$ cat config.mk
export PLATFORM = sky130hd
export DESIGN_NAME = lcd_bus_reader
export DESIGN_NICKNAME = d
export VERILOG_FILES = /design/src/rtl/lcd_pkg.sv /design/src/rtl/lcd_phase_timer.sv /design/src/rtl/lcd_bus_reader.sv
export SDC_FILE = /design/constraint.sdc
export NUM_CORES = 1
export LEC_CHECK = 0
export ABC_CLOCK_PERIOD_IN_PS = 3900
export CORE_MARGIN = 2
export CORE_UTILIZATION = 48
export DETAILED_ROUTE_END_ITERATION = 8
export PLACE_DENSITY = 0.72
export SLEW_MARGIN = 20
export SYNTH_ARGS = -nofsm -noshare
export SYNTH_HDL_FRONTEND = slang
export SYNTH_SLANG_ARGS = --single-unit
$ cat constraint.sdc
create_clock -name clk -period 3.9 [get_ports clk]
set_input_delay 0.78 -clock clk [delete_from_list [all_inputs] [get_ports clk]]
set_output_delay 0.78 -clock clk [all_outputs]
set_load 0.05 [all_outputs]
$ cat src/rtl/lcd_pkg.sv
// Shared definitions for the HD44780 8-bit bus engines (reader and write sequencer).
// State encoding, busy-flag/address-counter bit positions and RS select values.
package lcd_pkg;

  typedef enum logic [2:0] {
    ST_IDLE   = 3'd0,
    ST_SETUP  = 3'd1,
    ST_E_HIGH = 3'd2,
    ST_E_LOW  = 3'd3,
    ST_DONE   = 3'd4
  } lcd_rd_state_e;

  localparam int unsigned LCD_BF_BIT = 7;
  localparam int unsigned LCD_AC_MSB = 6;

  localparam logic RS_CMD  = 1'b0;
  localparam logic RS_DATA = 1'b1;

endpackage

$ cat src/rtl/lcd_phase_timer.sv
// Phase down-counter: load strobe sets the count, terminal count is flagged at zero.
// Loading with N-1 makes the current phase last exactly N cycles.
module lcd_phase_timer #(
  parameter int unsigned WIDTH = 4
) (
  input  logic             clk,
  input  logic             rst,
  input  logic             load,
  input  logic [WIDTH-1:0] load_val,
  output logic             tc
);

  logic [WIDTH-1:0] cnt_q, cnt_d;

  always_comb begin
    cnt_d = cnt_q;
    if (load) begin
      cnt_d = load_val;
    end else if (cnt_q != '0) begin
      cnt_d = cnt_q - WIDTH'(1);
    end
  end

  always_ff @(posedge clk or posedge rst) begin
    if (rst) begin
      cnt_q <= '0;
    end else begin
      cnt_q <= cnt_d;
    end
  end

  assign tc = (cnt_q == '0);

endmodule

$ cat src/rtl/lcd_bus_reader.sv
// Read-side engine for the HD44780 8-bit bus: BF/AC and data reads with optional
// busy-flag polling. Pin outputs are registered from the next state so they track the FSM.
module lcd_bus_reader
  import lcd_pkg::*;
#(
  parameter int unsigned T_AS      = 50,
  parameter int unsigned T_EH      = 25,
  parameter int unsigned T_EL      = 50,
  parameter int unsigned MAX_POLLS = 1000
) (
  input  logic       clk,
  input  logic       rst,
  input  logic       rd_req,
  input  logic       rd_rs,
  input  logic       rd_poll,
  output logic       rd_ready,
  output logic       rd_valid,
  output logic [7:0] rd_data,
  output logic       rd_timeout,
  output logic       lcd_bus_busy,
  input  logic [7:0] data_in,
  output logic       data_out_en,
  output logic       data_out_rs,
  output logic       data_out_rw
);

  localparam int unsigned TMax = (T_AS > T_EH) ? ((T_AS > T_EL) ? T_AS : T_EL)
                                               : ((T_EH > T_EL) ? T_EH : T_EL);
  localparam int unsigned PhW = $clog2(TMax + 1);
  localparam int unsigned PcW = $clog2(MAX_POLLS + 1);

  localparam logic [PhW-1:0] LdAs = PhW'(T_AS - 1);
  localparam logic [PhW-1:0] LdEh = PhW'(T_EH - 1);
  localparam logic [PhW-1:0] LdEl = PhW'(T_EL - 1);
  localparam logic [PcW-1:0] MaxPolls = PcW'(MAX_POLLS);

  lcd_rd_state_e    state_q, state_d;
  logic             rs_lat_q, rs_lat_d;
  logic             poll_q, poll_d;
  logic [PcW-1:0]   poll_cnt_q, poll_cnt_d, poll_cnt_inc;
  logic [7:0]       rd_data_q, rd_data_d;
  logic             valid_q, valid_d;
  logic             timeout_q, timeout_d;
  logic             busy_q, busy_d;
  logic             en_q, en_d;
  logic             rs_q, rs_d;
  logic             rw_q, rw_d;

  logic             tmr_load;
  logic [PhW-1:0]   tmr_val;
  logic             tmr_tc;

  lcd_phase_timer #(
    .WIDTH (PhW)
  ) u_phase_timer (
    .clk      (clk),
    .rst      (rst),
    .load     (tmr_load),
    .load_val (tmr_val),
    .tc       (tmr_tc)
  );

  always_comb begin
    state_d    = state_q;
    rs_lat_d   = rs_lat_q;
    poll_d     = poll_q;
    poll_cnt_d = poll_cnt_q;
    rd_data_d  = rd_data_q;
    tmr_load   = 1'b0;
    tmr_val    = '0;
    // Saturating so a huge MAX_POLLS never wraps the counter.
    poll_cnt_inc = (poll_cnt_q < MaxPolls) ? poll_cnt_q + PcW'(1) : poll_cnt_q;

    unique case (state_q)
      ST_IDLE: begin
        if (rd_req) begin
          rs_lat_d   = rd_rs;
          poll_d     = rd_poll & (rd_rs == RS_CMD);
          poll_cnt_d = '0;
          state_d    = ST_SETUP;
          tmr_load   = 1'b1;
          tmr_val    = LdAs;
        end
      end
      ST_SETUP: begin
        if (tmr_tc) begin
          state_d  = ST_E_HIGH;
          tmr_load = 1'b1;
          tmr_val  = LdEh;
        end
      end
      ST_E_HIGH: begin
        if (tmr_tc) begin
          rd_data_d = data_in;
          state_d   = ST_E_LOW;
          tmr_load  = 1'b1;
          tmr_val   = LdEl;
        end
      end
      ST_E_LOW: begin
        if (tmr_tc) begin
          poll_cnt_d = poll_cnt_inc;
          tmr_load   = 1'b1;
          if (poll_q && rd_data_q[LCD_BF_BIT] && (poll_cnt_inc < MaxPolls)) begin
            state_d = ST_SETUP;
            tmr_val = LdAs;
          end else begin
            state_d = ST_DONE;
          end
        end
      end
      ST_DONE: begin
        state_d  = ST_IDLE;
        tmr_load = 1'b1;
      end
      default: state_d = ST_IDLE;
    endcase

    busy_d    = (state_d == ST_SETUP) || (state_d == ST_E_HIGH) || (state_d == ST_E_LOW);
    rw_d      = busy_d;
    rs_d      = busy_d & rs_lat_d;
    en_d      = (state_d == ST_E_HIGH);
    valid_d   = (state_d == ST_DONE);
    timeout_d = valid_d & poll_q & rd_data_q[LCD_BF_BIT];
  end

  always_ff @(posedge clk or posedge rst) begin
    if (rst) begin
      state_q    <= ST_IDLE;
      rs_lat_q   <= 1'b0;
      poll_q     <= 1'b0;
      poll_cnt_q <= '0;
      rd_data_q  <= 8'h00;
      valid_q    <= 1'b0;
      timeout_q  <= 1'b0;
      busy_q     <= 1'b0;
      en_q       <= 1'b0;
      rs_q       <= 1'b0;
      rw_q       <= 1'b0;
    end else begin
      state_q    <= state_d;
      rs_lat_q   <= rs_lat_d;
      poll_q     <= poll_d;
      poll_cnt_q <= poll_cnt_d;
      rd_data_q  <= rd_data_d;
      valid_q    <= valid_d;
      timeout_q  <= timeout_d;
      busy_q     <= busy_d;
      en_q       <= en_d;
      rs_q       <= rs_d;
      rw_q       <= rw_d;
    end
  end

  assign rd_ready     = (state_q == ST_IDLE);
  assign rd_valid     = valid_q;
  assign rd_data      = rd_data_q;
  assign rd_timeout   = timeout_q;
  assign lcd_bus_busy = busy_q;
  assign data_out_en  = en_q;
  assign data_out_rs  = rs_q;
  assign data_out_rw  = rw_q;

endmodule

== Word-level counts from Yosys, hierarchy flattened ==
Cells that the tools add are included.

* Output and inout port bits: 15
* Word-level logic and storage cells: 66
* Register bits after elaboration: 34

* Multiplexer cells: 23
* Eq/ne operators: 10
* Bitwise gates (word level): 5
* $lt $le $gt $ge: 2
* $add $sub $neg: 2
* Reductions and logical operators: 13

{| class="wikitable"
|+ Operators with widths
! operator !! number
|-
| $mux 6 || 6
|-
| $mux 10 || 3
|-
| $pmux 6 s4 || 1
|-
| $lt 10x10->1 const B || 2
|-
| $pmux 10 s2 || 1
|-
| $mux 3 || 5
|-
| $eq 3x2->1 const B || 4
|-
| $pmux 3 s4 || 1
|-
| $add 10x1->10 const B || 1
|-
| $eq 3x1->1 const B || 2
|-
| $eq 3x3->1 const B || 2
|-
| $logic_not 6->1 || 1
|-
| $reduce_bool 6->1 || 1
|-
| $sub 6x1->6 const B || 1
|-
| $mux 5 || 1
|-
| $and 1x1->1 || 4
|-
| $mux 1 || 4
|-
| $ne 2x2->1 const B || 2
|-
| $reduce_and 2->1 || 2
|-
| $reduce_bool 2->1 || 2
|-
| $logic_not 3->1 || 1
|-
| $pmux 1 s3 || 1
|-
| $reduce_and 3->1 || 1
|-
| $reduce_or 3->1 || 1
|-
| 3 further kinds || 5
|}

== Longest topological paths before layout ==
Gate-level depths: netlist (run 1).

* Depth in word-level cells: 11
* Depth in mapped cells: 9
* Mapped depth without buffers: 8

== By module ==
A second synthesis (run 1) with hierarchy kept.

* Cells, all modules: 197
* Area total of the unflattened synthesis: 1,894.3 um^2

{| class="wikitable"
|+ By module, submodules not included
! module !! cells each !! times used !! area an instance (um^2) !! sequential area each (um^2)
|-
| lcd_bus_reader || 157 || 1 || 1,512.7 || 700.7
|-
| lcd_phase_timer || 40 || 1 || 381.6 || 150.1
|}

== Worst setup path after synthesis (run 1) ==
No wires, ideal clock.

* Path type: register -> output
* From: register state_q[2]
* To: output port rd_ready
* Setup slack: 1,331 ps
* Cell stages (with the launch flop): 4
* Data arrival time: 1,789 ps
* Cells stage by stage: dfrtp_1 -> clkbuf_1 -> clkbuf_1 -> nor3_1

* Cells in the longest elaborated chain, start to end: 1

{| class="wikitable"
|+ RTL lines
! element !! RTL line !! RTL
|-
| start, declared || lcd_bus_reader.sv:37 || <nowiki>lcd_rd_state_e state_q, state_d;</nowiki>
|-
| start signal, assigned || lcd_bus_reader.sv:141 || <nowiki>state_q <= state_d;</nowiki>
|-
| $logic_not 3->1 || lcd_bus_reader.sv:155 || <nowiki>assign rd_ready = (state_q == ST_IDLE);</nowiki>
|-
| end, declared || lcd_bus_reader.sv:16 || <nowiki>output logic rd_ready,</nowiki>
|}

No other way between the ends.

== Final worst setup path (run 1) ==
Same ends and word-level chain as after synthesis.

==> impl_metrics.tcl, run 1 <==
set metrics [dict create \
    synth-seq-cells 34 \
    slew_viol_final 0 \
    drt.antenna.violating_nets 0 \
    period_needed_ns 2.697 \
    ys_seq_area_share_pct 43.62 \
    finClkSkew_ns 0.007989 \
    clkLatencyLatePin_ns 0.29 \
    drt_iter0_drc 172 \
    ios 28 \
    rr_worst_depth 8 \
    start_util_pct 49.48 \
    die_h_microns 67.75 \
    required_ns 3.12 \
    htreeDepth 2 \
    tightest_slew_ns 0.7425 \
    drc 0 \
    hold_path.class "register to register" \
    hp-start "rs_lat_q" \
    power.leakage_nw 0.9754 \
    r2r-end "poll_cnt_q[7]" \
    post_cts_resized 0 \
    synth_edf_count 0 \
    die-area_sq_um 4589 \
    power.total_mw 0.8087 \
    min_path_cells 1 \
    via_per_inst 5.762 \
    fin_nets 242 \
    post-synth-top-count-cell "dfrtp_1" \
    fin_hold_ws_ns 0.5039 \
    maxSlewHeadroom_pct 50.31 \
    cts-root-buf "clkbuf_8" \
    r2r_setup_slack_ns 1.52 \
    hold_violations 0 \
    dp_hpwl_microns 2964 \
    antennaDiodeCount 0 \
    worst_r2r_startpoint "u_phase_timer.cnt_q[0]" \
    synth_largest_area_cell "dfrtp_1" \
    antenna_found_initial 0 \
    hold_buffers 0 \
    cts_tree "yes" \
    synth_nets 220 \
    drv_cap 0 \
    syn_to_final_growth_pct 21.55 \
    instances_no_fill 277 \
    outcome "complete, no violations" \
    place_inst 269 \
    crit_type "register to output pin" \
    port_buffers 27 \
    timing.final.ws_setup_ns 1.203 \
    yosys_warnings 0 \
    fmax_ghz 0.3708 \
    ys_top_cells_by_area "dfrtp_1 (44%), mux2_2 (5.8%), o21ai_0 (3.8%), a21oi_1 (3.1%), nand2_1 (3.1%)" \
    fin_tns_setup_ns 0 \
    synth_area_sq_um 1951 \
    core_sq_um 3943 \
    numCtsBuffers 5 \
    clk_pin_slew_ns 0.07 \
    vias 1596 \
    drive_above_1_share_pct 11.89 \
    clk_path_buf_depth 2 \
    worstPathMaxFanout 16 \
    grt_max_degree 35 \
    ys.flop_type "dfrtp_1" \
    grt_usage_pct 20.74 \
    avgSynthCellArea_sq_um 9.562 \
    postSynth.asyncResetShare_pct 100.0 \
    gp_congestion 0.8146 \
    die-width_microns 67.75 \
    setup_viol 0 \
    grt_pass1_wl_microns 7079 \
    wl_per_cell_microns 15.09 \
    period_share_pct 69.15 \
    ys_types 50 \
    grt-ovfl-total 0 \
    synth_top_area_share_pct 43.62 \
    dr.pass1.iters 5 \
    rsz0062_at_grt "no" \
    core.rowCount 23 \
    clkSinkCount 34 \
    post-place-ws_ns 1.242 \
    fillerInstances 353 \
    wl_microns 4179 \
    arrival_ns 1.92 \
    cts_setup_buffers 0 \
    hold_end "rs_lat_q" \
    ir_drop_uv 132.0 \
    start_kind "register" \
    postSynthCellCount 204 \
    synthTopCellsByCount "dfrtp_1 (34), nand2_1 (16), nor2_1 (15), o21ai_0 (15), a21oi_1 (12)" \
    critPathCaptureType "output pin" \
    power_density_nw_per_um2 341.1 \
    grt_pass1_vias 1472 \
]
## worst max path at each step
stage               startpoint            end  cells past startpoint  slack [ns]
finish              state_q[2]       rd_ready                      2        1.20
global route        state_q[2]       rd_ready                      2        1.13
CTS                 state_q[2]       rd_ready                      2        1.19
detailed placement      rd_req  poll_cnt_q[0]                      5        1.24
global placement        rd_req  poll_cnt_q[0]                      5        1.29
floorplan           state_q[2]       rd_ready                      3        1.33
## cells in the final DEF (no fill, tap or decap), types with 2 or more instances in the layout
cell type	synthesis	layout
a32oi_1	2	2
nor3_1	11	11
a21oi_1	12	12
o21ai_0	15	15
a211oi_1	6	6
and3_1	6	6
nand3_1	7	7
inv_1	7	7
nor2_1	15	15
a22o_1	5	5
clkbuf_8	0	6
nand2_1	16	16
and2_1	3	3
nor2b_1	4	4
nand4b_1	2	2
mux2_2	10	10
ha_1	3	3
o41ai_1	2	2
dfrtp_1	34	34
mux2i_1	2	2
xor2_1	3	3
clkdlybuf4s50_1	0	27
bufinv_16	0	2
## cell type report
cell class	instances	area, sq um	area share, %
clock buffers	6	82.58	3.483
clock inverters	2	60.06	2.533
inverters	7	26.28	1.108
multi-input cells	150	1011	42.64
flip-flops and latches	34	850.8	35.88
well taps	50	62.56	2.639
repair buffers	28	277.8	11.72
## stage by stage
step | util, % | area [sq um]
4_1_cts | 60.14 | 2371
6_report | 60.14 | 2371
5_1_grt | 60.14 | 2371
3_5_place_dp | 56.52 | 2228
3_3_place_gp | 56.52 | 2228
2_1_floorplan | - | 1951
## power by group
part           total (mW)  internal [mW]  switching [mW]  leakage [nW]
registers           0.359          0.357         0.00263         0.402
clock network       0.400          0.273           0.127        0.0714
logic              0.0493         0.0213          0.0280         0.502
total               0.809          0.651           0.158         0.975
## per-layer routing
layer | track usage (%) | part of all wire, %
met2 | 29.66 | 47
met3 | 5.000 | 3.4
met4 | 7.143 | 1.4
met5 | 0 | 0
met1 | 30.41 | 49
## cells by family (layout without fill, tap and decap cells)
logic type	after synthesis	count (layout)	synth area share, %
compound gates	55	55	20.59
xor+xnor	4	4	1.796
fa+ha+maj	3	3	1.925
buf+inv	20	43	4.554
flops	34	34	43.62
mux	12	12	6.799
simple gates	76	76	20.72
## worst max-delay path, cell delays in order (launching register included)
cell and delay [ns]:
dfrtp_1 0.56, nor3_1 0.24, clkdlybuf4s50_1 0.82
## sequential cells by signal (all words and copies together) (netlist names)
register / count
state_q: 3
poll_cnt_q: 10
u_phase_timer.cnt_q: 6
rd_valid: 1
data_out_rs: 1
rs_lat_q: 1
poll_q: 1
rd_data: 8
data_out_en: 1
data_out_rw: 1
rd_timeout: 1
No activity file was read; power rests on OpenSTA's default activity.
==> run 2: changes to the inputs <==
--- a/config.mk
+++ b/config.mk
@@ -5,11 +5,11 @@
 export SDC_FILE = /design/constraint.sdc
 export NUM_CORES = 1
 export LEC_CHECK = 0
-export ABC_CLOCK_PERIOD_IN_PS = 3900
+export ABC_CLOCK_PERIOD_IN_PS = 2400
 export CORE_MARGIN = 2
 export CORE_UTILIZATION = 48
 export DETAILED_ROUTE_END_ITERATION = 8
-export PLACE_DENSITY = 0.72
+export PLACE_DENSITY = 0.75
 export SLEW_MARGIN = 20
 export SYNTH_ARGS = -nofsm -noshare
 export SYNTH_HDL_FRONTEND = slang
==> constraint.sdc (replaced) <==
create_clock -name clk -period 2.4 [get_ports clk]
set_input_delay 0.48 -clock clk [delete_from_list [all_inputs] [get_ports clk]]
set_output_delay 0.48 -clock clk [all_outputs]
set_load 0.05 [all_outputs]
==> impl_metrics.tcl, run 2 (synthesized netlist as in run 1, its figures left out) <==
set metrics [dict create \
    place_inst 275 \
    slew_viol_final 0 \
    ios 28 \
    layout_commonest_cell "dfrtp_1" \
    setup_viol 0 \
    vias 1643 \
    drt.antenna.violating_nets 0 \
    ir_drop_uv 383.9 \
    die_h_microns 67.75 \
    critPathBufInv 1 \
    die-area_sq_um 4589 \
    critPathSlowestCell "dfrtp_1" \
    cts-root-buf "clkbuf_8" \
    wl_microns 4239 \
    antennaDiodeCount 0 \
    fin_nets 248 \
    clk_pin_slew_ns 0.07 \
    start_kind "register" \
    dr.pass1.iters 4 \
    die-width_microns 67.75 \
    drv_cap 0 \
    p_seq_share_pct 53.0 \
    start_util_pct 49.48 \
    power.leakage_nw 0.9872 \
    hold_violations 0 \
    core.rowCount 23 \
    antenna_found_initial 0 \
    htreeDepth 2 \
    via_per_inst 5.806 \
    fin_tns_setup_ns 0 \
    comb_power_share_pct 7.3 \
    tightest_slew_ns 0.5377 \
    max_stage_delay_ns 0.45 \
    maxSlewHeadroom_pct 64.02 \
    gp_congestion 0.8916 \
    port_buffers 27 \
    period_share_pct 92.83 \
    arrival_ns 2.39 \
    critPathCaptureType "register" \
    layout_common_cells "dfrtp_1 (34), clkdlybuf4s50_1 (26), nand2_1 (16)" \
    grt_pass1_vias 1463 \
    outcome "complete, no violations" \
    required_ns 2.57 \
    cts_tree "yes" \
    fillerInstances 343 \
    wl_per_cell_microns 14.98 \
    swShare_pct 23.09 \
    drive_above_1_share_pct 14.59 \
    switchingPower_mw 0.2542 \
    multi_input_area_sq_um 1012 \
    numCtsBuffers 5 \
    core_sq_um 3943 \
    p_int_mw 0.8467 \
    syn_to_final_growth_pct 21.17 \
    power_density_nw_per_um2 465.8 \
    finClkSkew_ns 0.008972 \
    largest_reg_flops 10 \
    hold_buffers 0 \
    period_needed_ns 2.228 \
    drt_iter0_drc 143 \
    drc 0 \
    hold_path.class "register to register" \
    seq_area_sq_um 850.8 \
    grt_pass1_wl_microns 6824 \
    instances_no_fill 283 \
    clkSinkCount 34 \
    grt-ovfl-total 0 \
    cp_cell_sequence "inv_1 -> ha_1 -> nor2b_1 -> and2_2 -> nand3_1 -> mux2_2" \
    dp_hpwl_microns 3048 \
    clk_path_buf_depth 2 \
    critical-path-top-delay-family "simple AND/OR/NAND/NOR gates" \
    power_frac_clock_pct 39.7 \
    grt_usage_pct 19.76 \
    clkLatencyLatePin_ns 0.29 \
    worstPathMaxFanout 9 \
    fmax_ghz 0.4489 \
    final_area_sq_um 2364 \
    grt_max_degree 35 \
    placed_cell_area_sq_um 2271 \
    crit_type "register to register" \
    largest_register "poll_cnt_q" \
]
==> run 2: cell count changes in the layout (fill, tap and decap cells not counted), sizes merged <==
cell / before / now
buf: 1 / 8
bufinv: 2 / 0
clkdlybuf4s50: 27 / 26
clkinv: 0 / 1
clkbuf: 6 / 7
==> run 2: timing repair <==
| item | CTS | global route |
|---|---|---|
| resized for setup | 0 | 1 |
| buffers inserted | 0 | 0 |
| setup endpoints to repair | 0 | 9 |
| endpoints found under the hold margin | 0 | 0 |
==> run 2: final cells by class <==
cell class / instances / share of cell area, %
Timing Repair Buffer: 34 / 13.55
Multi-Input combinational cell: 150 / 42.83
Inverter: 7 / 1.112
Sequential cell: 34 / 36.00
Tap cell: 50 / 2.647
Clock buffer: 7 / 3.653
Clock inverter: 1 / 0.2118
==> run 2: per-layer routing <==
layer	GRT usage, %	share of wire [%]	vias up
met5	0	0	-
met4	6.122	1.0	0
met3	5.000	4.5	4
met2	31.25	49	42
met1	26.46	46	791
li1	-	-	806
==> run 2: worst paths after layout <==
path | cells past startpoint | from | endpoint | slack [ns]
worst max-delay path | 6 | u_phase_timer.cnt_q[0] | rd_data[4] | 0.17
worst min-delay path | 1 | rd_data[2] | rd_data[2] | 0.51
worst max register to register | 6 | u_phase_timer.cnt_q[0] | rd_data[4] | 0.17
worst min register to register | 1 | rd_data[2] | rd_data[2] | 0.51
max in group asynchronous | 3 | rst | poll_cnt_q[9] | 1.49
min in group asynchronous | 3 | rst | rd_data[3] | 0.60
==> run 2: worst register-to-register path: stages (launching register included) <==
cell and delay (ns):
dfrtp_1 0.45, inv_1 0.13, ha_1 0.18, nor2b_1 0.31, and2_2 0.32, nand3_1 0.34, mux2_2 0.38
==> run 2: through the flow <==
stage / power, mW / utilization (%) / setup WS (ns) / hold slack [ns]
detailed placement: 0.6765 / 57.60 / 0.1514 / 0.4956
global placement: 0.6751 / 57.60 / 0.2725 / 0.4865
finish: 1.101 / 59.95 / 0.1721 / 0.5055
global route: 1.147 / 59.95 / -0.02716 / 0.5241
CTS: 1.116 / 59.92 / 0.1234 / 0.5123
floorplan: 0.6339 / - / 0.1311 / 0.4727
==> run 2: power groups by stage <==
| stage | Combinational (mW) | Clock (mW) | Sequential, mW |
|---|---|---|---|
| 3_3_place_gp | 0.0804 | 0 | 0.595 |
| 6_report | 0.0803 | 0.437 | 0.584 |
| 4_1_cts | 0.0818 | 0.450 | 0.584 |
| 3_5_place_dp | 0.0817 | 0 | 0.595 |
| 5_1_grt | 0.0860 | 0.477 | 0.584 |
| 2_1_floorplan | 0.0148 | 0 | 0.619 |
